## src/rtl/inst_fetch_pkg.sv

```systemverilog
// Shared fetch definitions: FSM encoding, reset PC default, instruction width, buffer entry.
package inst_fetch_pkg;
  localparam int          INST_W      = 32;
  localparam logic [31:0] IF_RESET_PC = 32'h0000_0000;

  typedef enum logic [1:0] {S_REQ, S_WAIT, S_DROP, S_HALT} if_state_t;

  typedef struct packed {
    logic [31:0]       pc;
    logic [INST_W-1:0] word;
  } if_ent_t;

  function automatic logic [31:0] pc_align(input logic [31:0] pc);
    return pc & 32'hFFFF_FFFC;
  endfunction
endpackage

```

## src/rtl/inst_fetch_fifo2.sv

```systemverilog
// Two-entry instruction buffer with push, pop, flush and occupancy count.
module inst_fifo2
  import inst_fetch_pkg::*;
(
  input  logic       clk,
  input  logic       rst_n,
  input  logic       i_push,
  input  logic       i_pop,
  input  logic       i_flush,
  input  if_ent_t    i_wdata,
  output if_ent_t    o_rdata,
  output logic [1:0] o_count
);
  if_ent_t    r_mem [2];
  logic       r_wp, r_rp;
  logic [1:0] r_cnt;

  always_ff @(posedge clk) begin
    if (!rst_n || i_flush) begin
      r_wp  <= 1'b0;
      r_rp  <= 1'b0;
      r_cnt <= 2'd0;
    end else begin
      if (i_push) r_wp <= ~r_wp;
      if (i_pop)  r_rp <= ~r_rp;
      r_cnt <= r_cnt + {1'b0, i_push} - {1'b0, i_pop};
    end
  end

  // Storage needs no reset; occupancy gates visibility.
  always_ff @(posedge clk) begin
    if (i_push && !i_flush) r_mem[r_wp] <= i_wdata;
  end

  assign o_rdata = r_mem[r_rp];
  assign o_count = r_cnt;
endmodule

```

## src/rtl/inst_fetch.sv

```systemverilog
// Instruction fetch: single-outstanding request FSM, pc, redirect handling, 2-entry buffer.
// Optional IF_MISALIGN_TRAP_EN: misaligned redirect halts fetch until reset.
module inst_fetch
  import inst_fetch_pkg::*;
#(
  parameter logic [31:0] RESET_PC  = IF_RESET_PC,
  parameter int          BUF_DEPTH = 2
) (
  input  logic              clk,
  input  logic              rst_n,
  output logic              mem_ren_I,
  output logic [31:0]       mem_addr_I,
  input  logic              mem_ready_I,
  input  logic [31:0]       mem_rdata_I,
  input  logic              redirect_valid,
  input  logic [31:0]       redirect_pc,
  output logic              inst_valid,
  input  logic              inst_ready,
  output logic [INST_W-1:0] inst,
  output logic [31:0]       inst_pc,
  output logic              fetch_misalign
);
  if_state_t   r_state;
  logic [31:0] r_pc, r_addr;
  logic        r_ren, r_misal;
  logic [1:0]  w_cnt;
  logic [31:0] w_rpc;
  logic        w_bad, w_redir, w_push, w_pop;
  if_ent_t     w_wr, w_rd;

`ifdef IF_MISALIGN_TRAP_EN
  assign w_bad = (redirect_pc[1:0] != 2'b00);
  assign w_rpc = redirect_pc;
`else
  assign w_bad = 1'b0;
  assign w_rpc = pc_align(redirect_pc);
`endif

  assign w_redir    = redirect_valid && (r_state != S_HALT);
  assign w_push     = (r_state == S_WAIT) && mem_ready_I && !w_redir;
  assign inst_valid = rst_n && (r_state != S_HALT) && (w_cnt != 2'd0);
  assign w_pop      = inst_valid && inst_ready && !w_redir;
  assign w_wr       = '{pc: r_pc, word: mem_rdata_I};

  assign mem_ren_I      = rst_n && r_ren;
  assign mem_addr_I     = r_addr;
  assign inst           = w_rd.word;
  assign inst_pc        = w_rd.pc;
  assign fetch_misalign = r_misal;

  always_ff @(posedge clk) begin
    if (!rst_n) begin
      r_state <= S_REQ;
      r_pc    <= RESET_PC;
      r_addr  <= RESET_PC;
      r_ren   <= 1'b0;
      r_misal <= 1'b0;
    end else if (w_redir) begin
      r_pc <= w_rpc;
      if (w_bad) begin
        r_misal <= 1'b1;
        r_ren   <= 1'b0;
        r_state <= S_HALT;
      end else if ((r_state == S_WAIT || r_state == S_DROP) && !mem_ready_I) begin
        // Request stays on the bus until memory answers; the answer is thrown away.
        r_state <= S_DROP;
      end else begin
        r_ren   <= 1'b0;
        r_state <= S_REQ;
      end
    end else begin
      case (r_state)
        S_REQ: if (int'(w_cnt) < BUF_DEPTH) begin
          r_ren   <= 1'b1;
          r_addr  <= r_pc;
          r_state <= S_WAIT;
        end
        S_WAIT: if (mem_ready_I) begin
          r_ren   <= 1'b0;
          r_pc    <= r_pc + 32'd4;
          r_state <= S_REQ;
        end
        S_DROP: if (mem_ready_I) begin
          r_ren   <= 1'b0;
          r_state <= S_REQ;
        end
        default: r_ren <= 1'b0;
      endcase
    end
  end

  inst_fifo2 u_buf (
    .clk     (clk),
    .rst_n   (rst_n),
    .i_push  (w_push),
    .i_pop   (w_pop),
    .i_flush (w_redir),
    .i_wdata (w_wr),
    .o_rdata (w_rd),
    .o_count (w_cnt)
  );
endmodule

```

## config.mk

```make
export PLATFORM = sky130hd
export DESIGN_NAME = inst_fetch
export DESIGN_NICKNAME = d
export VERILOG_FILES = /design/src/rtl/inst_fetch_pkg.sv /design/src/rtl/inst_fetch_fifo2.sv /design/src/rtl/inst_fetch.sv
export SDC_FILE = /design/constraint.sdc
export NUM_CORES = 1
export LEC_CHECK = 0
export CAP_MARGIN = 20
export CORE_MARGIN = 2
export CORE_UTILIZATION = 46
export DETAILED_ROUTE_END_ITERATION = 10
export PLACE_DENSITY = 0.85
export SYNTH_ARGS = -nofsm -noshare
export SYNTH_HDL_FRONTEND = slang
export SYNTH_HIERARCHICAL = 1
export SYNTH_SLANG_ARGS = --single-unit
```

## constraint.sdc

```tcl
create_clock -name clk -period 7.2 [get_ports clk]
set_input_delay 1.08 -clock clk [delete_from_list [all_inputs] [get_ports clk]]
set_output_delay 1.08 -clock clk [all_outputs]
set_load 0.02 [all_outputs]
```

; ---- Yosys cells after proc, flatten, opt, wreduce, memory -nomap -nowiden
; Memory sizes are Yosys's and may differ from the RTL's. A register that Yosys moved wholly into a read port is not among the register bits.
; Index checks and enable logic that the tools add are counted.
[totals]
ff_bits = 71
mem_bits_rw = 128
input_bits = 69
word_cells = 67
memories = 1
[mem_list]
columns = name, words, word_bits, rd, rd_clocked_by_memory_dff, wr, line
row1 = u_buf.r_mem, 2, 64, 1, 1, 1, inst_fetch_fifo2.sv:14  ; if_ent_t r_mem [2];
[op_classes]
n_addsub = 3
order_cmp = 1
n_eq_ne = 6
muxes = 17
bitwise_logic = 4
n_reduce_logical = 27
[op_table]
columns = operator, count
row1 = 2-to-1 mux 32 bit, 3
row2 = "adder 32 x 3 -> 32 bit, second input constant", 1
row3 = logical AND 1 bit, 10
row4 = AND reduction 3 bit, 3
row5 = 2-to-1 mux 1 bit, 8
row6 = 2-to-1 mux 2 bit, 4
row7 = nonzero test 2 bit, 3
row8 = "inequality test 2 bit, second input constant", 2
row9 = NOT 1 bit, 4
row10 = one-hot mux 2 bit (2 select lines), 1
row11 = AND reduction 2 bit, 2
row12 = OR reduction 2 bit, 2
row13 = zero test 1 bit, 3
row14 = "inequality test 3 x 1 -> 1 bit, second input constant", 1
row15 = "inequality test 3 x 2 -> 1 bit, second input constant", 1
row16 = nonzero test 3 bit, 1
row17 = adder 2 x 1 -> 2 bit, 1
row18 = "equality test 2 x 1 -> 1 bit, second input constant", 1
row19 = "equality test 2 bit, second input constant", 1
row20 = zero test 2 bit, 1
row21 = logical OR 1 bit, 2
row22 = "less-than comparator 2 bit, second input constant", 1
row23 = one-hot mux 1 bit (2 select lines), 1
row24 = subtractor 2 x 1 -> 2 bit, 1

; ---- Longest topological paths before layout
[depth]
depth_word = 7
mapped_depth = 9

; ---- Cells and area by module
; Netlist, hierarchy kept.
[modules_own_cells]
columns = mod, n_inst, cells_per_inst, area_per_inst_um2, seq_area_each_um2
row1 = inst_fifo2, 1, 220, 5138.7, 3943.8
row2 = inst_fetch, 1, 386, 2997.9, 1261.2

; ---- Least setup slack after synthesis
; Ideal clock, no wire load.
[synth_path]
path_kind = input to register
startpoint = in redirect_valid
endpoint = mem u_buf/r_mem[0][0] (netlist bit), enable pin
t_arrival_ns = 6.654
setup_slack_ns = -0.032
path_stages = 6
n_path_buf = 2
cell_sequence = nand2b_1 -> clkbuf_1 -> inv_1 -> clkbuf_1 -> nor2_1 -> nor3b_1
[synth_via]
elab_chain_cells = 6
[synth_rtl]
columns = item, line
row1 = "start, declared", inst_fetch.sv:15  ; input logic redirect_valid,
row2 = logical AND 1 bit, inst_fetch.sv:39  ; assign w_redir = redirect_valid && (r_state != S_HALT);
row3 = via w_redir, inst_fetch.sv:28  ; logic w_bad, w_redir, w_push, w_pop;
row4 = zero test 1 bit, inst_fetch.sv:40  ; assign w_push = (r_state == S_WAIT) && mem_ready_I && !w_redir;
row5 = logical AND 1 bit, inst_fetch.sv:40
row6 = via w_push, inst_fetch.sv:28
row7 = logical AND 1 bit, inst_fetch_fifo2.sv:32  ; if (i_push && !i_flush) r_mem[r_wp] <= i_wdata;
row8 = 2-to-1 mux 1 bit, inst_fetch_fifo2.sv:32
row9 = 2-to-1 mux 1 bit (implied by the code), inst_fetch_fifo2.sv:32
row10 = "end, declared", inst_fetch_fifo2.sv:14
; The timed path passes the listed nets, and every way through them passes these cells.

; ---- Worst setup path in the final report
[layout_path]
startpoint = in redirect_valid
endpoint = mem u_buf/r_mem[0][51] (netlist bit), enable pin
[layout_via]
elab_chain_cells = 6
[layout_rtl]
columns = item, line
row1 = logical AND 1 bit, inst_fetch.sv:39
row2 = zero test 1 bit, inst_fetch.sv:40
row3 = logical AND 1 bit, inst_fetch.sv:40
row4 = via w_push, inst_fetch.sv:28
row5 = logical AND 1 bit, inst_fetch_fifo2.sv:32
row6 = 2-to-1 mux 1 bit, inst_fetch_fifo2.sv:32
row7 = 2-to-1 mux 1 bit (implied by the code), inst_fetch_fifo2.sv:32
; The timed path passes the listed nets, and every way through them passes these cells.

==> impl_metrics.yaml <==
worst_setup_path:
  cpPeakStageDelay_ns: 0.95
  r2r_start: "r_state[0]$_SDFFE_PN0P_"
  r2r-end: "u_buf/r_mem[0][51]$_DFFE_PP_"
  cp.depth: 7
  cp_top_family: "buffers and inverters"
  setup.reg_to_reg.worst_slack_ns: 3.26
  path_cells: "clkdlybuf4s50_1, nand2b_2, buf_4, inv_1, nor2_1, nor3b_4, buf_4"
  critPathLaunchType: "input port"
  criticalPathCategory: "in2reg"
  cp.required_ns: 7.28
  critPathCaptureType: "flip-flop"
  critPathMostFrequentCell: "buf_4"
  arrival_ns: 4.48
  crit_buf_inv: 4
  crit_path_max_fanout: 63
  cp_slowest_cell: "nor3b_4"
  r2r_cells: 7
place:
  numPortBuffers: 162
  place.gp.congestion: 0.811
  dp_hpwl_um: 11800
cts:
  clk_pin_slew_worst_paths_ns: 0.06
  cts_setup_buffers: 0
  clockBufferDepth: 2
  cts_max_level: 4
  numCtsBuffers: 17
  clock-sinks: 196
  cts_root_buffer: "clkbuf_16"
  cts_tree: "yes"
  ctsHoldBuffers: 0
  clk-insertion-delay-late_ns: 0.43
  cts.repair.resized: 0
timing:
  fin_crit_ns: 4.40
  slew_violations: 0
  fin_crit_sh: 0.611
  rsz0062_at_grt: "no"
  hold_viol_final: 0
  fin_setup_tns_ns: 0
  fmax_ghz: 0.227
  fin_skew_ns: 0.0106
  setup_violations: 0
  maxSlewHeadroom: 0.277
  worst_slew_pin_slew_ns: 1.08
detailed_routing:
  drc: 0
  firstDrtPassIters: 5
  first_iter_violations: 304
  avgRoutedWirePerCell_um: 17.8
  routed_wl_um: 17800
  ant_nets: 0
  avgViaCountPerCell: 5.30
  route.vias.total: 5301
finish:
  nFillCells: 1349
  drive_above_1_share: 0.141
  syn_to_final_growth_pct: 29.4
  antenna_cells: 0
  nNetsFinal: 837
  multi_input_area_um2: 2670
  area.sequential_um2: 5210
  final_core_util: 0.609
yosys:
  netlist_instances: 606
  ys_top_cells_by_area: "edfxtp_1, dfxtp_1, mux2_4, nand2_1, a21oi_1"
  synth_cell_type_count: 46
  synthesis.area_um2: 8140
  avgSynthCellArea_um2: 13.4
  synth-seq-cells: 196
  ys_seq_area_frac: 0.640
  yosysWarnings: 6
  synthFlopType: "edfxtp_1"
  synth_common_cells: "edfxtp_1, nand2_1, dfxtp_1"
  synth-edff-count: 128
  async_flop_share: 0
  yosys.area.top_type: "edfxtp_1"
  netlist.area_leader.share: 0.472
  yosysMostFrequentCell: "edfxtp_1"
power:
  power_density_nw_per_um2: 230
  internal_power_mw: 1.91
  p_switching_mw: 0.510
  combPwrFrac: 0.064
  ir_drop_mv: 0.161
  leakage_nw: 3.60
  pwr-share-clk: 0.419
  power_frac_seq: 0.517
  switching_share: 0.211
global_routing:
  grtUsageTotal: 0.191
  grt_start_max_net_pins: 65
  first_global_vias: 5205
  grt_pass1_wl_um: 27000
  antenna_found_initial: 0
  overflow: 0
floorplanning:
  fp.coreArea_um2: 17300
  die_area_um2: 18800
  initial_utilization: 0.470
  die_h_um: 137
  io_pins: 168
  fp-row-count: 48
  die_w_um: 137
job:
  drv_cap: 0
hold_path:
  worstHoldStart: "mem_addr_I[14]$_SDFFE_PN0P_"
  min_path_type: "reg2reg"
  min_path_cells: 2
  worst_hold_path.endpoint: "mem_addr_I[14]$_SDFFE_PN0P_"
status:
  status: "finished, final reports clean"
==> kinds of logic after synthesis <==
logic type      count (synthesis)  synth area share
compound gates                101            0.0737
xor+xnor                       12            0.0146
fa+ha+maj                       6           0.00923
buf+inv                        49            0.0374
flops                         196             0.640
mux                            64             0.116
other cells                     1          0.000461
simple gates                  177             0.109
==> per-stage QoR <==
stage | hold slack [ns] | instances | area (um2) | total power, mW | setup slack [ns]
2_1_floorplan | 0.420 | 612 | 8160 | 1.34 | 2.24
3_3_place_gp | 0.443 | 967 | 9870 | 1.43 | 2.47
3_5_place_dp | 0.448 | 967 | 9870 | 1.43 | 2.38
4_1_cts | 0.457 | 999 | 10500 | 2.44 | 2.85
5_1_grt | 0.483 | 1000 | 10500 | 2.51 | 2.57
6_report | 0.455 | 1000 | 10500 | 2.42 | 2.80
==> flip-flops by register name (all words and copies together) (netlist names), named ones only <==
register       count
u_buf/r_mem      128
r_state            2
mem_addr_I        30
u_buf/r_wp         1
u_buf/o_count      2
u_buf/r_rp         1
r_ren              1
r_pc              30
==> area by class of cell <==
class,instances,share of cell area
Sequential cell,196,0.495
Clock buffer,17,0.0404
Inverter,10,0.00357
Tap cell,225,0.0267
Multi-Input combinational cell,367,0.254
Clock inverter,15,0.0198
Timing Repair Buffer,170,0.161
==> placed cells by master, fill, tap and decap left out, types with 2 or more instances in the layout <==
cell / netlist / routed
inv_1: 9 / 9
nand2_1: 76 / 76
nor4_1: 4 / 4
nand3_1: 11 / 11
o31ai_1: 7 / 7
xor2_1: 5 / 5
a21oi_1: 40 / 40
ha_1: 6 / 6
clkinv_1: 1 / 3
or4_1: 10 / 10
edfxtp_1: 128 / 128
and4_1: 8 / 8
mux2_4: 60 / 60
o221ai_1: 2 / 2
nand2b_1: 4 / 3
a311oi_1: 4 / 4
dfxtp_1: 68 / 67
nor3_1: 16 / 16
mux2_2: 4 / 4
xnor2_1: 6 / 6
and2_1: 2 / 2
bufinv_16: 0 / 5
or3_1: 5 / 5
conb_1: 1 / 7
clkdlybuf4s50_1: 0 / 162
nand4_1: 10 / 10
buf_4: 3 / 7
and3_1: 4 / 4
nor2_1: 19 / 19
o211ai_1: 2 / 2
a211oi_1: 10 / 10
o21ai_0: 24 / 24
inv_6: 0 / 2
a31oi_1: 8 / 8
clkinv_2: 0 / 4
clkbuf_16: 0 / 17
==> how the worst max path moves through the flow <==
stage / startpoint / endpoint / slack, ns
2_1_floorplan: redirect_valid / u_buf/r_mem[0][0]$_DFFE_PP_ / 2.24
3_3_place_gp: redirect_valid / u_buf/r_mem[0][30]$_DFFE_PP_ / 2.47
3_5_place_dp: redirect_valid / u_buf/r_mem[0][30]$_DFFE_PP_ / 2.38
4_1_cts: rst_n / inst_valid / 2.85
5_1_grt: redirect_valid / u_buf/r_mem[0][51]$_DFFE_PP_ / 2.57
6_report: redirect_valid / u_buf/r_mem[0][51]$_DFFE_PP_ / 2.80
==> power by group through the flow <==
stage	registers (mW)	logic [mW]	clock network (mW)
detailed placement	1.28	0.155	0
floorplan	1.27	0.0698	0
global route	1.25	0.170	1.08
CTS	1.25	0.156	1.03
finish	1.25	0.156	1.02
global placement	1.27	0.151	0
==> metal layers <==
layer	vias up	GRT usage	share of wire
met1	2532	0.242	0.43
met3	14	0.0456	0.070
met2	190	0.323	0.49
met4	0	0.0607	0.010
met5	-	0	0
li1	2565	-	-
==> worst min-delay path: cells and delay by family (launching register included) <==
kind | cells | cell delay (ns)
DFF | 1 | 0.31
and+or+nand+nor | 1 | 0.05
AOI/OAI and AO/OA | 1 | 0.05
Note: power is estimated with default switching activity, not from simulation.
